### config.mk
export PLATFORM = sky130hd
export DESIGN_NAME = tlk2711_axil_reg_bridge
export DESIGN_NICKNAME = d
export VERILOG_FILES = /design/src/rtl/tlk2711_pkg.sv /design/src/rtl/tlk2711_axil_reg_bridge.sv
export SDC_FILE = /design/constraint.sdc
export NUM_CORES = 1
export LEC_CHECK = 0
export CAP_MARGIN = 15
export CORE_UTILIZATION = 45
export DETAILED_ROUTE_END_ITERATION = 12
export GPL_TIMING_DRIVEN = 0
export PLACE_DENSITY = 0.76
export SLEW_MARGIN = 20
export SYNTH_ARGS = -nofsm -noshare
export SYNTH_HDL_FRONTEND = slang
export SYNTH_SLANG_ARGS = --single-unit
export TNS_END_PERCENT = 5
### constraint.sdc
create_clock -name ps_clk -period 2.1 [get_ports ps_clk]
set_input_delay 0.21 -clock ps_clk [delete_from_list [all_inputs] [get_ports ps_clk]]
set_output_delay 0.21 -clock ps_clk [all_outputs]
set_load 0.05 [all_outputs]
### src/rtl/tlk2711_pkg.sv
`default_nettype none
// ============================================================================
// Module      : tlk2711_pkg
// Description : Shared constants and FSM state types for the TLK2711 register
//               bus bridge.
// Revision    : 1.0 - initial release
// ============================================================================
package tlk2711_pkg;

    localparam logic [1:0] RESP_OKAY      = 2'b00;
    localparam logic [1:0] RESP_SLVERR    = 2'b10;

    localparam int         REG_ADDR_WIDTH = 16;
    localparam int         REG_DATA_WIDTH = 64;

    typedef enum logic [1:0] {
        W_IDLE = 2'd0,
        W_EXEC = 2'd1,
        W_RESP = 2'd2
    } wr_state_t;

    typedef enum logic [1:0] {
        R_IDLE = 2'd0,
        R_WAIT = 2'd1,
        R_RESP = 2'd2
    } rd_state_t;

endpackage : tlk2711_pkg
`default_nettype wire

### src/rtl/tlk2711_axil_reg_bridge.sv
`default_nettype none
// ============================================================================
// Module      : tlk2711_axil_reg_bridge
// Description : AXI4-Lite slave converting PS register accesses into the
//               TLK2711 strobe/address/data register bus (fixed read latency).
// Revision    : 1.0 - initial release
// ============================================================================
module tlk2711_axil_reg_bridge
    import tlk2711_pkg::*;
#(
    parameter int AXIL_ADDR_WIDTH = 16,
    parameter int RD_LATENCY      = 1
) (
    input  logic                       ps_clk,
    input  logic                       ps_rst,

    input  logic [AXIL_ADDR_WIDTH-1:0] s_axil_awaddr,
    input  logic                       s_axil_awvalid,
    output logic                       s_axil_awready,
    input  logic [REG_DATA_WIDTH-1:0]  s_axil_wdata,
    input  logic [7:0]                 s_axil_wstrb,
    input  logic                       s_axil_wvalid,
    output logic                       s_axil_wready,
    output logic [1:0]                 s_axil_bresp,
    output logic                       s_axil_bvalid,
    input  logic                       s_axil_bready,

    input  logic [AXIL_ADDR_WIDTH-1:0] s_axil_araddr,
    input  logic                       s_axil_arvalid,
    output logic                       s_axil_arready,
    output logic [REG_DATA_WIDTH-1:0]  s_axil_rdata,
    output logic [1:0]                 s_axil_rresp,
    output logic                       s_axil_rvalid,
    input  logic                       s_axil_rready,

    output logic                       o_reg_wen,
    output logic [REG_ADDR_WIDTH-1:0]  o_reg_waddr,
    output logic [REG_DATA_WIDTH-1:0]  o_reg_wdata,
    output logic                       o_reg_ren,
    output logic [REG_ADDR_WIDTH-1:0]  o_reg_raddr,
    input  logic [REG_DATA_WIDTH-1:0]  i_reg_rdata
);

    localparam int         RD_CNT_WIDTH = 3;
    localparam logic [RD_CNT_WIDTH-1:0] RD_CNT_INIT = RD_CNT_WIDTH'(RD_LATENCY);

    // ------------------------------------------------------------------
    // Write channel
    // ------------------------------------------------------------------
    wr_state_t                   r_wr_state;
    logic                        r_awready;
    logic                        r_wready;
    logic [REG_ADDR_WIDTH-1:0]   r_aw_addr;
    logic                        r_aw_ok;
    logic [REG_DATA_WIDTH-1:0]   r_w_data;
    logic                        r_w_ok;
    logic                        r_wen;
    logic [REG_ADDR_WIDTH-1:0]   r_waddr;
    logic [REG_DATA_WIDTH-1:0]   r_wdata;
    logic                        r_bvalid;
    logic [1:0]                  r_bresp;

    logic                        w_aw_hs;
    logic                        w_w_hs;
    logic                        w_aw_have;
    logic                        w_w_have;
    logic [REG_ADDR_WIDTH-1:0]   w_aw_addr_eff;
    logic                        w_aw_ok_eff;
    logic [REG_DATA_WIDTH-1:0]   w_w_data_eff;
    logic                        w_w_ok_eff;
    logic                        w_wr_legal;

    assign w_aw_hs       = s_axil_awvalid && r_awready;
    assign w_w_hs        = s_axil_wvalid  && r_wready;
    // A dropped ready in W_IDLE means that half has already been latched.
    assign w_aw_have     = w_aw_hs || !r_awready;
    assign w_w_have      = w_w_hs  || !r_wready;
    assign w_aw_addr_eff = w_aw_hs ? s_axil_awaddr[REG_ADDR_WIDTH-1:0] : r_aw_addr;
    assign w_aw_ok_eff   = w_aw_hs ? (s_axil_awaddr[2:0] == 3'd0) : r_aw_ok;
    assign w_w_data_eff  = w_w_hs  ? s_axil_wdata : r_w_data;
    assign w_w_ok_eff    = w_w_hs  ? (s_axil_wstrb == 8'hFF) : r_w_ok;
    assign w_wr_legal    = w_aw_ok_eff && w_w_ok_eff;

    always_ff @(posedge ps_clk) begin
        if (ps_rst) begin
            r_wr_state <= W_IDLE;
            r_awready  <= 1'b1;
            r_wready   <= 1'b1;
            r_aw_addr  <= '0;
            r_aw_ok    <= 1'b0;
            r_w_data   <= '0;
            r_w_ok     <= 1'b0;
            r_wen      <= 1'b0;
            r_waddr    <= '0;
            r_wdata    <= '0;
            r_bvalid   <= 1'b0;
            r_bresp    <= RESP_OKAY;
        end else begin
            r_wen <= 1'b0;
            case (r_wr_state)
                W_IDLE: begin
                    if (w_aw_hs) begin
                        r_aw_addr <= s_axil_awaddr[REG_ADDR_WIDTH-1:0];
                        r_aw_ok   <= (s_axil_awaddr[2:0] == 3'd0);
                        r_awready <= 1'b0;
                    end
                    if (w_w_hs) begin
                        r_w_data <= s_axil_wdata;
                        r_w_ok   <= (s_axil_wstrb == 8'hFF);
                        r_wready <= 1'b0;
                    end
                    if (w_aw_have && w_w_have) begin
                        r_wen <= w_wr_legal;
                        if (w_wr_legal) begin
                            r_waddr <= w_aw_addr_eff;
                            r_wdata <= w_w_data_eff;
                        end
                        r_bvalid   <= 1'b1;
                        r_bresp    <= w_wr_legal ? RESP_OKAY : RESP_SLVERR;
                        r_wr_state <= W_EXEC;
                    end
                end
                // bvalid is already visible in W_EXEC, so bready there completes the response.
                W_EXEC, W_RESP: begin
                    if (s_axil_bready) begin
                        r_bvalid   <= 1'b0;
                        r_bresp    <= RESP_OKAY;
                        r_awready  <= 1'b1;
                        r_wready   <= 1'b1;
                        r_wr_state <= W_IDLE;
                    end else begin
                        r_wr_state <= W_RESP;
                    end
                end
                default: r_wr_state <= W_IDLE;
            endcase
        end
    end

    // ------------------------------------------------------------------
    // Read channel
    // ------------------------------------------------------------------
    rd_state_t                   r_rd_state;
    logic                        r_arready;
    logic                        r_rd_ok;
    logic                        r_ren;
    logic [REG_ADDR_WIDTH-1:0]   r_raddr;
    logic [RD_CNT_WIDTH-1:0]     r_rd_cnt;
    logic                        r_rvalid;
    logic [1:0]                  r_rresp;
    logic                        r_rd_first;
    logic [REG_DATA_WIDTH-1:0]   r_rdata;

    logic                        w_ar_hs;
    logic                        w_ar_ok;
    logic [REG_DATA_WIDTH-1:0]   w_rdata_live;

    assign w_ar_hs      = s_axil_arvalid && r_arready;
    assign w_ar_ok      = (s_axil_araddr[2:0] == 3'd0);
    assign w_rdata_live = r_rd_ok ? i_reg_rdata : '0;

    always_ff @(posedge ps_clk) begin
        if (ps_rst) begin
            r_rd_state <= R_IDLE;
            r_arready  <= 1'b1;
            r_rd_ok    <= 1'b0;
            r_ren      <= 1'b0;
            r_raddr    <= '0;
            r_rd_cnt   <= '0;
            r_rvalid   <= 1'b0;
            r_rresp    <= RESP_OKAY;
            r_rd_first <= 1'b0;
            r_rdata    <= '0;
        end else begin
            r_ren <= 1'b0;
            case (r_rd_state)
                R_IDLE: begin
                    if (w_ar_hs) begin
                        r_arready  <= 1'b0;
                        r_rd_ok    <= w_ar_ok;
                        r_ren      <= w_ar_ok;
                        if (w_ar_ok) begin
                            r_raddr <= s_axil_araddr[REG_ADDR_WIDTH-1:0];
                        end
                        r_rd_cnt   <= RD_CNT_INIT;
                        r_rd_state <= R_WAIT;
                    end
                end
                R_WAIT: begin
                    if (r_rd_cnt == RD_CNT_WIDTH'(1)) begin
                        r_rvalid   <= 1'b1;
                        r_rresp    <= r_rd_ok ? RESP_OKAY : RESP_SLVERR;
                        r_rd_first <= 1'b1;
                        r_rd_state <= R_RESP;
                    end else begin
                        r_rd_cnt <= r_rd_cnt - RD_CNT_WIDTH'(1);
                    end
                end
                R_RESP: begin
                    // Read data is only valid for one cycle downstream; freeze it here.
                    r_rd_first <= 1'b0;
                    if (r_rd_first) begin
                        r_rdata <= w_rdata_live;
                    end
                    if (s_axil_rready) begin
                        r_rvalid   <= 1'b0;
                        r_rresp    <= RESP_OKAY;
                        r_arready  <= 1'b1;
                        r_rd_state <= R_IDLE;
                    end
                end
                default: r_rd_state <= R_IDLE;
            endcase
        end
    end

    generate
        if (AXIL_ADDR_WIDTH > REG_ADDR_WIDTH) begin : g_addr_hi
            logic w_unused_addr_hi;
            assign w_unused_addr_hi = ^{s_axil_awaddr[AXIL_ADDR_WIDTH-1:REG_ADDR_WIDTH],
                                        s_axil_araddr[AXIL_ADDR_WIDTH-1:REG_ADDR_WIDTH]};
        end
    endgenerate

    assign s_axil_awready = r_awready;
    assign s_axil_wready  = r_wready;
    assign s_axil_bvalid  = r_bvalid;
    assign s_axil_bresp   = r_bresp;
    assign s_axil_arready = r_arready;
    assign s_axil_rvalid  = r_rvalid;
    assign s_axil_rresp   = r_rresp;
    assign s_axil_rdata   = r_rd_first ? w_rdata_live : r_rdata;
    assign o_reg_wen      = r_wen;
    assign o_reg_waddr    = r_waddr;
    assign o_reg_wdata    = r_wdata;
    assign o_reg_ren      = r_ren;
    assign o_reg_raddr    = r_raddr;

endmodule : tlk2711_axil_reg_bridge
`default_nettype wire
==> results.json <==
{
  "dieArea_mm2": 0.0262,
  "start_util": 0.458,
  "antenna_found_initial": 0,
  "route.detailed.drc": 0,
  "numCtsBuffers": 29,
  "synth_xor_area_frac": 0.000760,
  "clockBufferDepth": 3,
  "muxShareOfSynthArea": 0.0725,
  "first_global_vias": 10840,
  "synth-seq-area-share": 0.452,
  "timing.fmax_mhz": 473,
  "hp-class": "primary input to flip-flop",
  "hold_ws_ns": 0.218,
  "yosysTopAreaCellShare": 0.452,
  "timing.slew.headroom": 0.472,
  "die_h_um": 162,
  "fin_skew_ns": 0.0138,
  "holdBufCountCts": 0,
  "die_x_um": 162,
  "holdPathStages": 3,
  "tightest_slew_ns": 0.792,
  "cap_violations": 0,
  "ant_nets": 0,
  "setup_slack_ns": -0.0149,
  "cp-start-kind": "flip-flop",
  "via_per_inst": 5.42,
  "ys_ff_latch": 260,
  "multiInputGateArea_mm2": 0.00572,
  "final_cell_mix": "320 x nand2_1, 276 x clkdlybuf4s50_1, 259 x dfxtp_1, 104 x a21oi_1, 82 x mux2i_1",
  "overflow": 0,
  "syn_inst": 1316,
  "wl_met2_um": 17900,
  "yosys_warnings": 0,
  "wl_per_cell_um": 17.7,
  "tritoncts": "yes",
  "end_kind": "primary output",
  "synth_area_leaders": "dfxtp_1 45%, nand2_1 11%, a211oi_2 8.7%",
  "highest_layer": "met4",
  "synth_top_family_by_area": "compound AO/OA/AOI/OAI gates",
  "cts_sinks": 260,
  "hold_end": "o_reg_raddr[5]$_SDFFE_PP0P_",
  "run_status": "finished, violations left",
  "wl_met1_um": 14600,
  "grt_max_degree": 15,
  "cts.clk_slew.worst_paths_ns": 0.06,
  "drive_above_1_share": 0.187,
  "final_common_cell": "nand2_1",
  "met3WireLength_um": 2990,
  "insertion_delay_ns": 0.54,
  "num_antenna_cells": 0,
  "first_iter_violations": 702,
  "synth_compound_area_frac": 0.268,
  "critPathKind": "flip-flop to primary output",
  "num_rows": 58,
  "synth_edf_count": 0,
  "hold_violations": 0,
  "rsz0062_at_grt": "yes",
  "cp_data_arrival_time_ns": 1.90,
  "ctsRootBufferMaster": "clkbuf_16",
  "finalSetupTns_ns": -0.0194,
  "setup_viol": 3,
  "p_leak_nw": 7.13,
  "worstReg2RegEnd": "o_reg_wdata[59]$_SDFFE_PP0P_",
  "gr-usage-all-layers": 0.265,
  "synthAdderAreaFrac": 0.00434,
  "crit_required_ns": 1.89,
  "p_total_mw": 14.6,
  "rr_startpoint": "s_axil_awready$_SDFFE_PP1P_",
  "violations": "negative setup slack",
  "cp_max_fo": 10,
  "routed_wl_um": 36300,
  "synth-simple-area-share": 0.130,
  "htreeDepth": 1,
  "nFillCells": 1995,
  "layout.area.seq_mm2": 0.00521,
  "syn_avg_cell_area_um2": 8.75,
  "hp-start": "s_axil_araddr[5]",
  "syn_to_final_growth_pct": 45.8,
  "ios": 346,
  "yosysTopAreaCell": "dfxtp_1",
  "reg2reg_depth": 6,
  "final.min_clock_period_ns": 2.11,
  "vias": 11102,
  "r2r_slack_ns": 0,
  "ir_drop_v": 0.000549,
  "ys_types": 45,
  "grt_pass1_wl_um": 56000,
  "maxSlewViolCount": 0,
  "firstDrtPassIters": 5,
  "power_density_mw_per_mm2": 867,
  "fin_nets": 1874,
  "dp_hpwl_um": 26100,
  "portBuffers": 342,
  "fin_crit_sh": 1.01,
  "place_congestion": 0.825,
  "synth_ff_type": "dfxtp_1",
  "syn_area_mm2": 0.0115,
  "coreArea_mm2": 0.0252,
  "async_reset_ff_frac": 0
}
==> cell usage after synthesis (10+ instances only) <==
cell type  count
a21oi_1      104
nor2_1        10
dfxtp_1      260
inv_1         68
o21ai_0       20
o211a_1       64
nand2_1      324
a31oi_1       80
buf_2         28
o21ai_1       47
clkbuf_1      74
a211oi_2      80
mux2i_1       82
==> layout make-up <==
class | count | share of cell area
inverter | 69 | 0.0154
timing repair buffer | 348 | 0.210
clock inverter | 12 | 0.00946
multi-input combinational | 866 | 0.341
clock buffer | 41 | 0.0506
buffer | 121 | 0.0391
tap | 330 | 0.0246
sequential | 260 | 0.310
==> state kept, by name, indices dropped and copies added, names as in the netlist, 2 cells and up <==
register	count
r_rd_cnt	3
o_reg_wdata	64
r_rd_state	2
r_w_data	64
o_reg_raddr	16
o_reg_waddr	16
r_wr_state	2
r_rdata	64
r_aw_addr	16
==> worst max-delay path: stages (launching register included) <==
cell	delay (ns)
dfxtp_4	0.36
clkbuf_1	0.50
o21ai_0	0.26
buf_4	0.24
==> through the flow <==
step | setup WS (ns) | instances | area (um2) | util
after floorplan | 0.0781 | 1317 | 11500 | -
after global placement | -0.536 | 1989 | 15400 | 0.610
after detailed placement | -0.534 | 1989 | 15400 | 0.610
after CTS | -0.0426 | 2047 | 16600 | 0.657
after global routing | -0.125 | 2047 | 16800 | 0.667
final | -0.0149 | 2047 | 16800 | 0.667
==> logic make-up (layout without fill, tap and decap cells) <==
logic type	count (synthesis)	after routing
muxes	83	83
other	1	2
adders and majority gates	4	4
and+or+nand+nor	372	372
AOI/OAI and AO/OA	404	404
DFF	260	260
xor gates and xnor gates	1	1
buffers and inverters	191	591
==> worst max-delay path by stage <==
stage               slack (ns)                   startpoint                           end
finish                   -0.01      r_rd_first$_SDFFE_PP0P_              s_axil_rdata[50]
global placement         -0.54      r_rd_first$_SDFFE_PP0P_               s_axil_rdata[3]
global route             -0.12  s_axil_awready$_SDFFE_PP1P_  o_reg_wdata[49]$_SDFFE_PP0P_
floorplan                 0.08   s_axil_wready$_SDFFE_PP1P_  o_reg_wdata[10]$_SDFFE_PP0P_
detailed placement       -0.53      r_rd_first$_SDFFE_PP0P_              s_axil_rdata[14]
CTS                      -0.04      r_rd_first$_SDFFE_PP0P_              s_axil_rdata[48]
==> power breakdown <==
group	switching, mW	internal, mW	total [mW]
clock network	2.08	3.20	5.28
registers	0.220	5.35	5.57
logic	2.36	1.36	3.72
==> timing repair <==
action	4_1_cts	5_1_grt
hold endpoints to repair	0	0
cloned	2	0
gates resized for setup	503	86
pin swaps	1	0
setup buffers	4	0
endpoints found under the setup margin	205	168
==> layer usage <==
metal	vias to the layer above	track usage
li1	5347	-
met1	5321	0.313
met2	384	0.469
met3	50	0.0669
met4	0	0.0776
met5	-	0
Note: power is estimated with default switching activity, not from simulation.
